[config.mk]
export PLATFORM = sky130hd
export DESIGN_NAME = key_event
export DESIGN_NICKNAME = d
export VERILOG_FILES = /design/src/rtl/key_event.sv
export SDC_FILE = /design/constraint.sdc
export NUM_CORES = 1
export LEC_CHECK = 0
export CORE_UTILIZATION = 45
export DETAILED_ROUTE_END_ITERATION = 10
export PLACE_DENSITY = 0.65
export SYNTH_ARGS = -nofsm -noshare
export SYNTH_HDL_FRONTEND = slang
export SYNTH_SLANG_ARGS = --single-unit
[constraint.sdc]
create_clock -name clock -period 2.35 [get_ports clock]
set_input_delay 0.3525 -clock clock [delete_from_list [all_inputs] [get_ports clock]]
set_output_delay 0.3525 -clock clock [all_outputs]
set_load 0.01 [all_outputs]
[src/rtl/key_event.sv]
// Turns a debounced key level into single-cycle short-press, long-press and
// auto-repeat events, plus a registered "key held" flag.
module key_event #(
    parameter int LONG_TICKS   = 100,
    parameter int REPEAT_TICKS = 20,
    parameter int CNT_W        = 8
) (
    input  logic clock,
    input  logic reset,
    input  logic keyin,
    output logic held,
    output logic short_pulse,
    output logic long_pulse,
    output logic repeat_pulse
);

    typedef enum logic [1:0] {
        ARM,
        IDLE,
        PRESS,
        REPEAT
    } state_e;

    localparam logic [CNT_W-1:0] LONG_LAST   = CNT_W'(LONG_TICKS - 1);
    localparam logic [CNT_W-1:0] REPEAT_LAST = CNT_W'(REPEAT_TICKS - 1);

    state_e           state_q, state_d;
    logic [CNT_W-1:0] cnt_q, cnt_d;
    logic             held_q, held_d;
    logic             short_q, short_d;
    logic             long_q, long_d;
    logic             repeat_q, repeat_d;

    always_comb begin
        // NOTE: every output of this block gets a default first so no path leaves it unassigned (no latches).
        state_d  = state_q;
        cnt_d    = cnt_q;
        short_d  = 1'b0;
        long_d   = 1'b0;
        repeat_d = 1'b0;

        unique case (state_q)
            ARM: begin
                // A key still down when reset lifts must be released before it can count.
                if (!keyin) state_d = IDLE;
            end
            IDLE: begin
                if (keyin) begin
                    state_d = PRESS;
                    cnt_d   = CNT_W'(1);
                end
            end
            PRESS: begin
                if (keyin) begin
                    if (cnt_q == LONG_LAST) begin
                        long_d  = 1'b1;
                        state_d = REPEAT;
                        cnt_d   = '0;
                    end else begin
                        cnt_d = cnt_q + 1'b1;
                    end
                end else begin
                    short_d = 1'b1;
                    state_d = IDLE;
                    cnt_d   = '0;
                end
            end
            REPEAT: begin
                if (keyin) begin
                    if (cnt_q == REPEAT_LAST) begin
                        repeat_d = 1'b1;
                        cnt_d    = '0;
                    end else begin
                        cnt_d = cnt_q + 1'b1;
                    end
                end else begin
                    state_d = IDLE;
                    cnt_d   = '0;
                end
            end
            default: begin
                state_d = ARM;
                cnt_d   = '0;
            end
        endcase

        held_d = (state_d == PRESS) || (state_d == REPEAT);
    end

    // NOTE: state is updated with non-blocking assignments so every flop samples pre-edge values.
    always_ff @(posedge clock) begin
        if (reset) begin
            state_q  <= ARM;
            cnt_q    <= '0;
            held_q   <= 1'b0;
            short_q  <= 1'b0;
            long_q   <= 1'b0;
            repeat_q <= 1'b0;
        end else begin
            state_q  <= state_d;
            cnt_q    <= cnt_d;
            held_q   <= held_d;
            short_q  <= short_d;
            long_q   <= long_d;
            repeat_q <= repeat_d;
        end
    end

    assign held         = held_q;
    assign short_pulse  = short_q;
    assign long_pulse   = long_q;
    assign repeat_pulse = repeat_q;

endmodule

Word-level counts from Yosys, hierarchy flattened
Index checks and enable logic that the tools add are counted.
Word-level totals
  register bits after elaboration: 14
  bits of input ports: 3
  word-level logic and storage cells: 40
  output and inout port bits: 4
Operators by class
  equal/unequal tests: 8
  muxes and demuxes: 14
  add/sub/neg operators: 1
  reductions and logical operators: 8
  bitwise operators: 3
Operators with widths (count)
  $mux W8: 5
  $pmux W8 S3: 1
  $add A8 B1 Y8 const B: 1
  $eq A2 B2 Y1 const B: 4
  $eq A8 B5 Y1 const B: 1
  $eq A8 B7 Y1 const B: 1
  $mux W2: 4
  $pmux W2 S3: 1
  $reduce_or A3 Y1: 2
  $reduce_or A2 Y1: 2
  $mux W1: 3
  $not A1 Y1: 3
  $reduce_bool A3 Y1: 1
  $eq A2 B1 Y1 const B: 1
  $logic_not A2 Y1: 1
  $ne A2 B2 Y1 const B: 1
  $reduce_and A2 Y1: 1
  $logic_or A1 B1 Y1: 1

Longest topological paths before layout
Gate-level depths: netlist (run 1).
  depth after elaboration: 6
  mapped depth: 7
  mapped depth without buffers: 6

Least setup slack after synthesis (run 1)
OpenSTA, ideal clock, no wires.
  path kind: register to register
  from: register state_q[1]
  to: register cnt_q[5]
  arrival: 1.663 ns
  required time: 2.276 ns
  path slack: 0.613 ns
  period minus slack after synthesis: 1.737 ns
  stages on the path, launching flop included: 8
  path through: dfxtp_1 > inv_1 > ha_1 > nor2b_2 > or2_1 > buf_6 > or4_1 > a31oi_1
On the way
  longest elaborated chain between the ends: 3
  elaborated cells between the ends (all ways): 7
Ends and longest elaborated chain
  start, declared: RTL line 27  | state_e state_q, state_d;
  start signal, assigned: RTL line 100  | state_q <= state_d;
  $eq A2 B1 Y1 / $eq A2 B2 Y1 (equally long branches): RTL line 42  | unique case (state_q)
  $ne A2 B2 Y1 (no source line) / $reduce_bool A3 Y1 (equally long branches)
  $reduce_and A2 Y1 (no source line)
  end signal, assigned: RTL line 101  | cnt_q <= cnt_d;
  end, declared: RTL line 28  | logic [CNT_W-1:0] cnt_q, cnt_d;
Parallel ways exist; a longest one is shown, timed or not.
A chain may end at the register's enable or synchronous reset.

Worst setup path after layout (run 1)
  from: register cnt_q[1]
  to: register cnt_q[0]
On the way
  longest elaborated chain between the ends: 4
  elaborated cells between the ends (all ways): 7
Ends and longest elaborated chain (RTL line)
  $eq A8 B5 Y1 / $eq A8 B7 Y1 (equally long branches): 70, 55
  $mux W8 (on tied branches): 70, 55
  $mux W8 (on tied branches): 69, 54
  $pmux W8 S3 (*): 42
Every way passes the cells marked *; elsewhere a longest branch is shown, timed or not.

==> results of run 1 <==
## Yosys cell counts
cell type and number:
a211oi_1 3, a21oi_1 4, a311oi_1 2, a31oi_1 5, a32oi_1 1, and3_1 2
and3b_1 1, buf_4 1, buf_6 1, clkbuf_1 1, dfxtp_1 14, ha_1 6
inv_1 5, nand2_1 5, nand2b_1 1, nand3_1 5, nand3b_1 1, nand4_1 2
nand4b_1 3, nor2_1 7, nor2b_2 1, nor3_1 3, nor3b_1 2, nor4b_1 3
nor4bb_1 1, o211ai_1 1, o21ai_0 4, o21ai_2 1, o21bai_1 1, o31ai_1 1
or2_1 1, or4_1 1
## power groups by stage
| stage | registers (mW) | logic (mW) | clock network [mW] |
|---|---|---|---|
| 6_report | 0.251 | 0.0632 | 0.172 |
| 5_1_grt | 0.252 | 0.0728 | 0.190 |
| 4_1_cts | 0.251 | 0.0632 | 0.178 |
| 3_5_place_dp | 0.256 | 0.0631 | 0 |
| 3_3_place_gp | 0.256 | 0.0623 | 0 |
| 2_1_floorplan | 0.255 | 0.0501 | 0 |
## worst register-to-register path: stages, from the launching register on
cell and delay, ps:
dfxtp_1 380, ha_1 230, nor4b_1 550, o21ai_2 300, a311oi_1 330, a211oi_1 90
## logic make-up (layout without fill, tap and decap cells)
group,Yosys count,count (layout)
AO/OA/AOI/OAI,23,23
buffers and inverters,8,16
AND/OR/NAND/NOR,39,39
adder cells (fa/ha/maj),6,6
flip-flops,14,14
## worst max path at each step
stage,startpoint,to,cells past startpoint
floorplan,state_q[1],cnt_q[5],7
detailed placement,keyin,cnt_q[5],5
finish,cnt_q[1],cnt_q[0],5
global route,state_q[0],cnt_q[0],6
CTS,cnt_q[1],cnt_q[0],5
global placement,keyin,cnt_q[5],5
## cells in the final DEF, fill, tap and decap left out, types with 2 or more instances in the layout
cell type / netlist / routed
a311oi_1: 2 / 2
and3_1: 2 / 2
a211oi_1: 3 / 3
clkbuf_4: 0 / 3
nor2_1: 7 / 7
nor3b_1: 2 / 2
nor3_1: 3 / 3
clkdlybuf4s50_1: 0 / 6
inv_1: 5 / 5
nand2_1: 5 / 5
dfxtp_1: 14 / 14
nand4b_1: 3 / 3
a31oi_1: 5 / 5
ha_1: 6 / 6
a21oi_1: 4 / 4
o21ai_0: 4 / 4
nor4b_1: 3 / 3
nand3_1: 5 / 5
nand4_1: 2 / 2
## registers in the layout, indices dropped and copies added, names as in the netlist
signal,cells
short_pulse,1
state_q,2
cnt_q,8
repeat_pulse,1
held,1
long_pulse,1
## stage by stage
step                      util, %  cell area, µm²  hold WS, ps
after detailed placement     54.3             846          505
after global placement       54.3             846          498
after CTS                    56.6             882          516
after global routing         56.6             882          534
after floorplan                 -             781          425
final                        56.6             882          516
## cell type report
cell class / instances / area, µm²
clock buffer: 4 / 36.3
fill: 147 / 677
inverter: 5 / 18.8
multi-input combinational: 68 / 459
sequential: 14 / 280
tap: 16 / 20.0
timing repair buffer: 7 / 67.6
## metal layers
layer  vias up  routed length [µm]  track usage (%)
li1        360                   -                -
met1       321                 792             24.9
met4         0                  10             8.13
met3         2                 100             7.08
met5         -                   0                0
met2        21                 732             31.0
==> metrics, run 1 <==
static leakage 0.294 nW; clk_skew 0.998 ps; DIE WIDTH 43.7 µm; status completed; TritonRoute pass-1 iters 4; Routed Antenna Nets 0; # placed instances 110; largest net degree at the start of global routing 16; RSZ-0062 raised after global routing false; worst-path cell chain ha_1 > nor4b_1 > o21ai_2 > a311oi_1 > a211oi_1; Sw Share 25.3%; worst-path fanout max 10; Rel. slew slack 57.2%; Overflow after GRT 0; sum of buffers and inverters on the critical path 0; CP peak stage delay 550 ps; Initial Util 50.1%; fmax just under 0.5 GHz; Syn Inst Count 90; clock slew seen by the registers of the worst setup and hold paths 80 ps; number of CTS-inserted buffers 3; Vias/cell a little over 6; Max-Cap Viols 0; Post-Syn Area per Cell 8.67 µm²; Syn Nets 99; simple-gate portion of the synthesized area slightly below 30%; post-CTS setup buffer count 0; Synth Register Bits 14; worst-case clock buffer depth 2; YS warnings 0; Clock H-tree levels 1; min Tclk post-route approximately 2000 ps; DRT Wirelength 1640 µm; Startpoint Class flip-flop; Worst Hold Path Cells 2; Hold Vio Cnt, Final 0; overall power 0.486 mW; cts repair resizes 0; RR Startpoint cnt_q[1]; vias in the first global route 631; cts hold-fix bufs 0; initial DRC count 24; CP Data Required Time 2490 ps; Crit. End Element flip-flop; P_int around 0.36 mW; Die Span Y around 44 µm; Port Buf Inserts 6; Vias 704; register area share after synthesis a little over a third; Tightest Hold Check Type reg2reg; nets 108; num rows 14; Worst R2R End cnt_q[0]; Sink Count 14; total negative slack 0 ps; Root Driver clkbuf_4; # DRC 0; Synth top area share 35.9%; Tot GR Track Use about 20%; slowest library cell on the worst path nor4b_1; Clk pwr share around 35%; post-synthesis adder-cell area fraction between 9 and 10%; R2R setup slack 340 ps; WL/cell 14.4 µm; leading post-synthesis cells by cell area dfxtp_1, ha_1, a31oi_1; number of non-filler instances in the completed layout about 110; synth unique cells 32; Skew-Pair Late Insertion Delay 280 ps; sequential power share 51.6%; Compound-Gate Fraction of Synth Area 19.4%; HP Start cnt_q[7]; final setup vio count 0; sw power 0.123 mW; post-detail-place hpwl 1170 µm; PnR worst setup slack 337 ps; crit path DAT around 2200 ps; Comb power frac 13.0%; IO Pins 7; Register-to-Register Path Depth 5; first-pass GRT wire length about 2800 µm; Top Family by Delay on Critical Path compound AO/OA/AOI/OAI gates; Post-Synth XOR/XNOR Area 0%; Die Area 1910 µm²; crit path kind reg2reg; WHS Endpoint cnt_q[7]; initial antenna violation count 0; fraction of synthesized area in multiplexers 0%; Final Slew Violations 0; pwr/cell area 551 nW/µm²; area delta synth->final 13.0%; Post-Syn Area 781 µm²; largest family of logic cells by synthesized area simple AND/OR/NAND/NOR gates; CTS tree built; antenna diode count 0; post-placement setup slack roughly 250 ps; VDD IR-drop max 0.382 mV; Core Box Area about 1600 µm²; Worst Max-Slew Pin Slew 633 ps; layout cells sized above 1 7.14%; Final Cycle Share 85.7%; gpl congestion just under 0.8; cell taking the most area after synthesis dfxtp_1
No activity file was read; power rests on OpenSTA's default activity.
==> run 2: changes to the inputs <==
--- a/config.mk
+++ b/config.mk
@@ -7,7 +7,7 @@
 export LEC_CHECK = 0
 export CORE_UTILIZATION = 45
 export DETAILED_ROUTE_END_ITERATION = 10
-export PLACE_DENSITY = 0.65
+export PLACE_DENSITY = 0.71
 export SYNTH_ARGS = -nofsm -noshare
 export SYNTH_HDL_FRONTEND = slang
 export SYNTH_SLANG_ARGS = --single-unit
==> run 2 against run 1 <==
Against the previous run: the run now ends with DRC left; via count rose by 0.28%; count of clock-buffer cells in the layout fell by 1; hold slack got worse by 3.0 ps; clock power fell by 24%; clock skew rose by 0.92 ps; global-route usage rose by 0.33 points; first-iteration DRC count rose by 8.3%; critical endpoint is now cnt_q[5]; wire length fell by 1.9%; critical path depth rose by 1; cell count rose by 0.88%.
==> metrics, run 2 (synthesis results as in run 1) <==
status finished with violations; failing checks DRC; Fillers 154 (+4.8%); clock slew seen by the registers of the worst setup and hold paths 80 ps (about the same); Worst Hold Path Cells 2 (unchanged); static leakage 0.297 nW (+1.0%); Port Buf Inserts 6 (unchanged); first-pass GRT wire length 2850 µm (+1.7%); antenna diode count 0 (unchanged); most frequent cells in the layout dfxtp_1, nor2_1, ha_1, clkdlybuf4s50_1; final setup vio count 0 (unchanged); Final Cycle Share 80.7% (-5.0 points); DIE WIDTH 43.7 µm (unchanged); worst-case clock buffer depth 2 (unchanged); Clk pwr share 29.3% (-6.1 points); TritonRoute pass-1 iters 7 (+3); Root Driver clkbuf_4; Die Area 1910 µm² (unchanged); cts hold-fix bufs 0 (unchanged); Hold Vio Cnt, Final 0 (unchanged); Rel. slew slack 72.0% (+15 points); CP Data Required Time 2560 ps (+70 ps); crit path DAT 2110 ps (-50 ps); area delta synth->final 13.1%; # DRC 1 (+1); min Tclk post-route 1900 ps (-116 ps); worst-path fanout max 9 (-1); slowest library cell on the worst path or4_1; Initial Util 50.1% (unchanged); RR Startpoint state_q[1]; largest net degree at the start of global routing 12 (-4); VDD IR-drop max 0.463 mV (+21%); fmax 0.527 GHz (+6.1%); Crit. End Element flip-flop; gpl congestion 0.812 (+2.6%); layout cells sized above 1 8.08% (+0.94 points); post-CTS setup buffer count 0 (unchanged); initial antenna violation count 0 (unchanged); total negative slack 0 ps (unchanged); Clock H-tree levels 1 (unchanged); Sw Share 26.2% (+0.93 points); Overflow after GRT 0 (unchanged); Register-to-Register Path Depth 6 (+1); Routed Antenna Nets 0 (unchanged); WL/cell 14.0 µm (-2.7%); Die Span Y 43.7 µm (unchanged); commonest non-fill, non-tap cell in the layout dfxtp_1; Tightest Hold Check Type reg2reg; overall power 0.446 mW (-8.2%); Vias/cell 6.14 (-0.59%); sequential power share 56.3% (+4.7 points); num rows 14 (unchanged); Tot GR Track Use 20.2% (+0.33 points); Startpoint Class flip-flop; cts repair resizes 0 (unchanged); Worst Max-Slew Pin Slew 420 ps (-213 ps); pwr/cell area 505 nW/µm² (-8.3%); Skew-Pair Late Insertion Delay 280 ps (about the same); CP peak stage delay 520 ps (-30 ps); max FFs per register 8 (unchanged); R2R setup slack 450 ps (+120 ps); P_int 0.329 mW (-9.3%); worst-path cell chain inv_1 > ha_1 > nor2b_2 > or2_1 > or4_1 > a31oi_1; Core Box Area 1560 µm² (unchanged); clk_skew 1.92 ps (+0.924 ps); Worst R2R End cnt_q[5]; Biggest register cnt_q; Max-Cap Viols 0 (unchanged); initial DRC count 26 (+8.3%); post-detail-place hpwl 1130 µm (-3.4%); CTS tree built; HP Start cnt_q[7]; IO Pins 7 (unchanged); Regs by FF count cnt_q (8), state_q (2); crit path kind reg2reg; RSZ-0062 raised after global routing false; Sink Count 14 (unchanged); number of CTS-inserted buffers 3 (unchanged); WHS Endpoint cnt_q[7]; Final Slew Violations 0 (unchanged); DRT Wirelength 1610 µm (-1.9%); vias in the first global route 628 (-0.48%); nets 110 (+1.9%); sw power 0.117 mW (-4.8%); Vias 706 (+0.28%); Comb power frac 14.4% (+1.4 points)
[run 2: cell types whose count changed in the layout (fill, tap and decap cells not counted), sizes merged]
cell    before  now
buf          1    3
clkbuf       4    3
[run 2: power groups by stage]
| stage | Combinational, mW | Sequential (mW) | Clock [mW] |
|---|---|---|---|
| 2_1_floorplan | 0.0501 | 0.255 | 0 |
| 3_3_place_gp | 0.0630 | 0.256 | 0 |
| 3_5_place_dp | 0.0636 | 0.256 | 0 |
| 4_1_cts | 0.0645 | 0.251 | 0.138 |
| 5_1_grt | 0.0731 | 0.252 | 0.147 |
| 6_report | 0.0642 | 0.251 | 0.131 |
[run 2: through the flow]
stage | setup WS (ps) | cell area [µm²] | hold WS (ps) | utilization [%] | std cells
floorplan | 613 | 781 | 425 | - | 90
global placement | 305 | 861 | 499 | 55.2 | 112
detailed placement | 258 | 861 | 504 | 55.2 | 112
global route | 281 | 883 | 546 | 56.7 | 115
finish | 453 | 883 | 513 | 56.7 | 115
CTS | 466 | 883 | 514 | 56.7 | 115
[run 2: routing by layer]
layer / vias to the layer above / share of wire (%) / GRT usage, %
met1: 327 / 52 / 29.3
met4: 0 / 0.75 / 5.63
li1: 361 / - / -
met2: 16 / 43 / 28.1
met5: - / 0 / 0
met3: 2 / 4.4 / 7.50
[run 2: final cells by class]
class                      count  area [µm²]  area share [%]
inverter                       5        18.8            2.12
timing repair buffer           9        82.6            9.35
sequential                    14         280            31.7
clock buffer                   3        22.5            2.55
tap                           16        20.0            2.27
multi-input combinational     68         459            52.0
[run 2: critical path, delay by kind of cell, from the launching register on]
kind / cells / cell delay, ps
simple gates: 3 / 990
compound gates: 1 / 170
fa+ha+maj: 1 / 190
buf+inv: 1 / 110
flops: 1 / 370
[run 2: worst max-delay path by stage]
stage / startpoint / end
6_report: state_q[1] / cnt_q[5]
5_1_grt: state_q[0] / cnt_q[0]
4_1_cts: state_q[1] / cnt_q[5]
3_5_place_dp: keyin / cnt_q[5]
3_3_place_gp: keyin / cnt_q[5]
2_1_floorplan: state_q[1] / cnt_q[5]
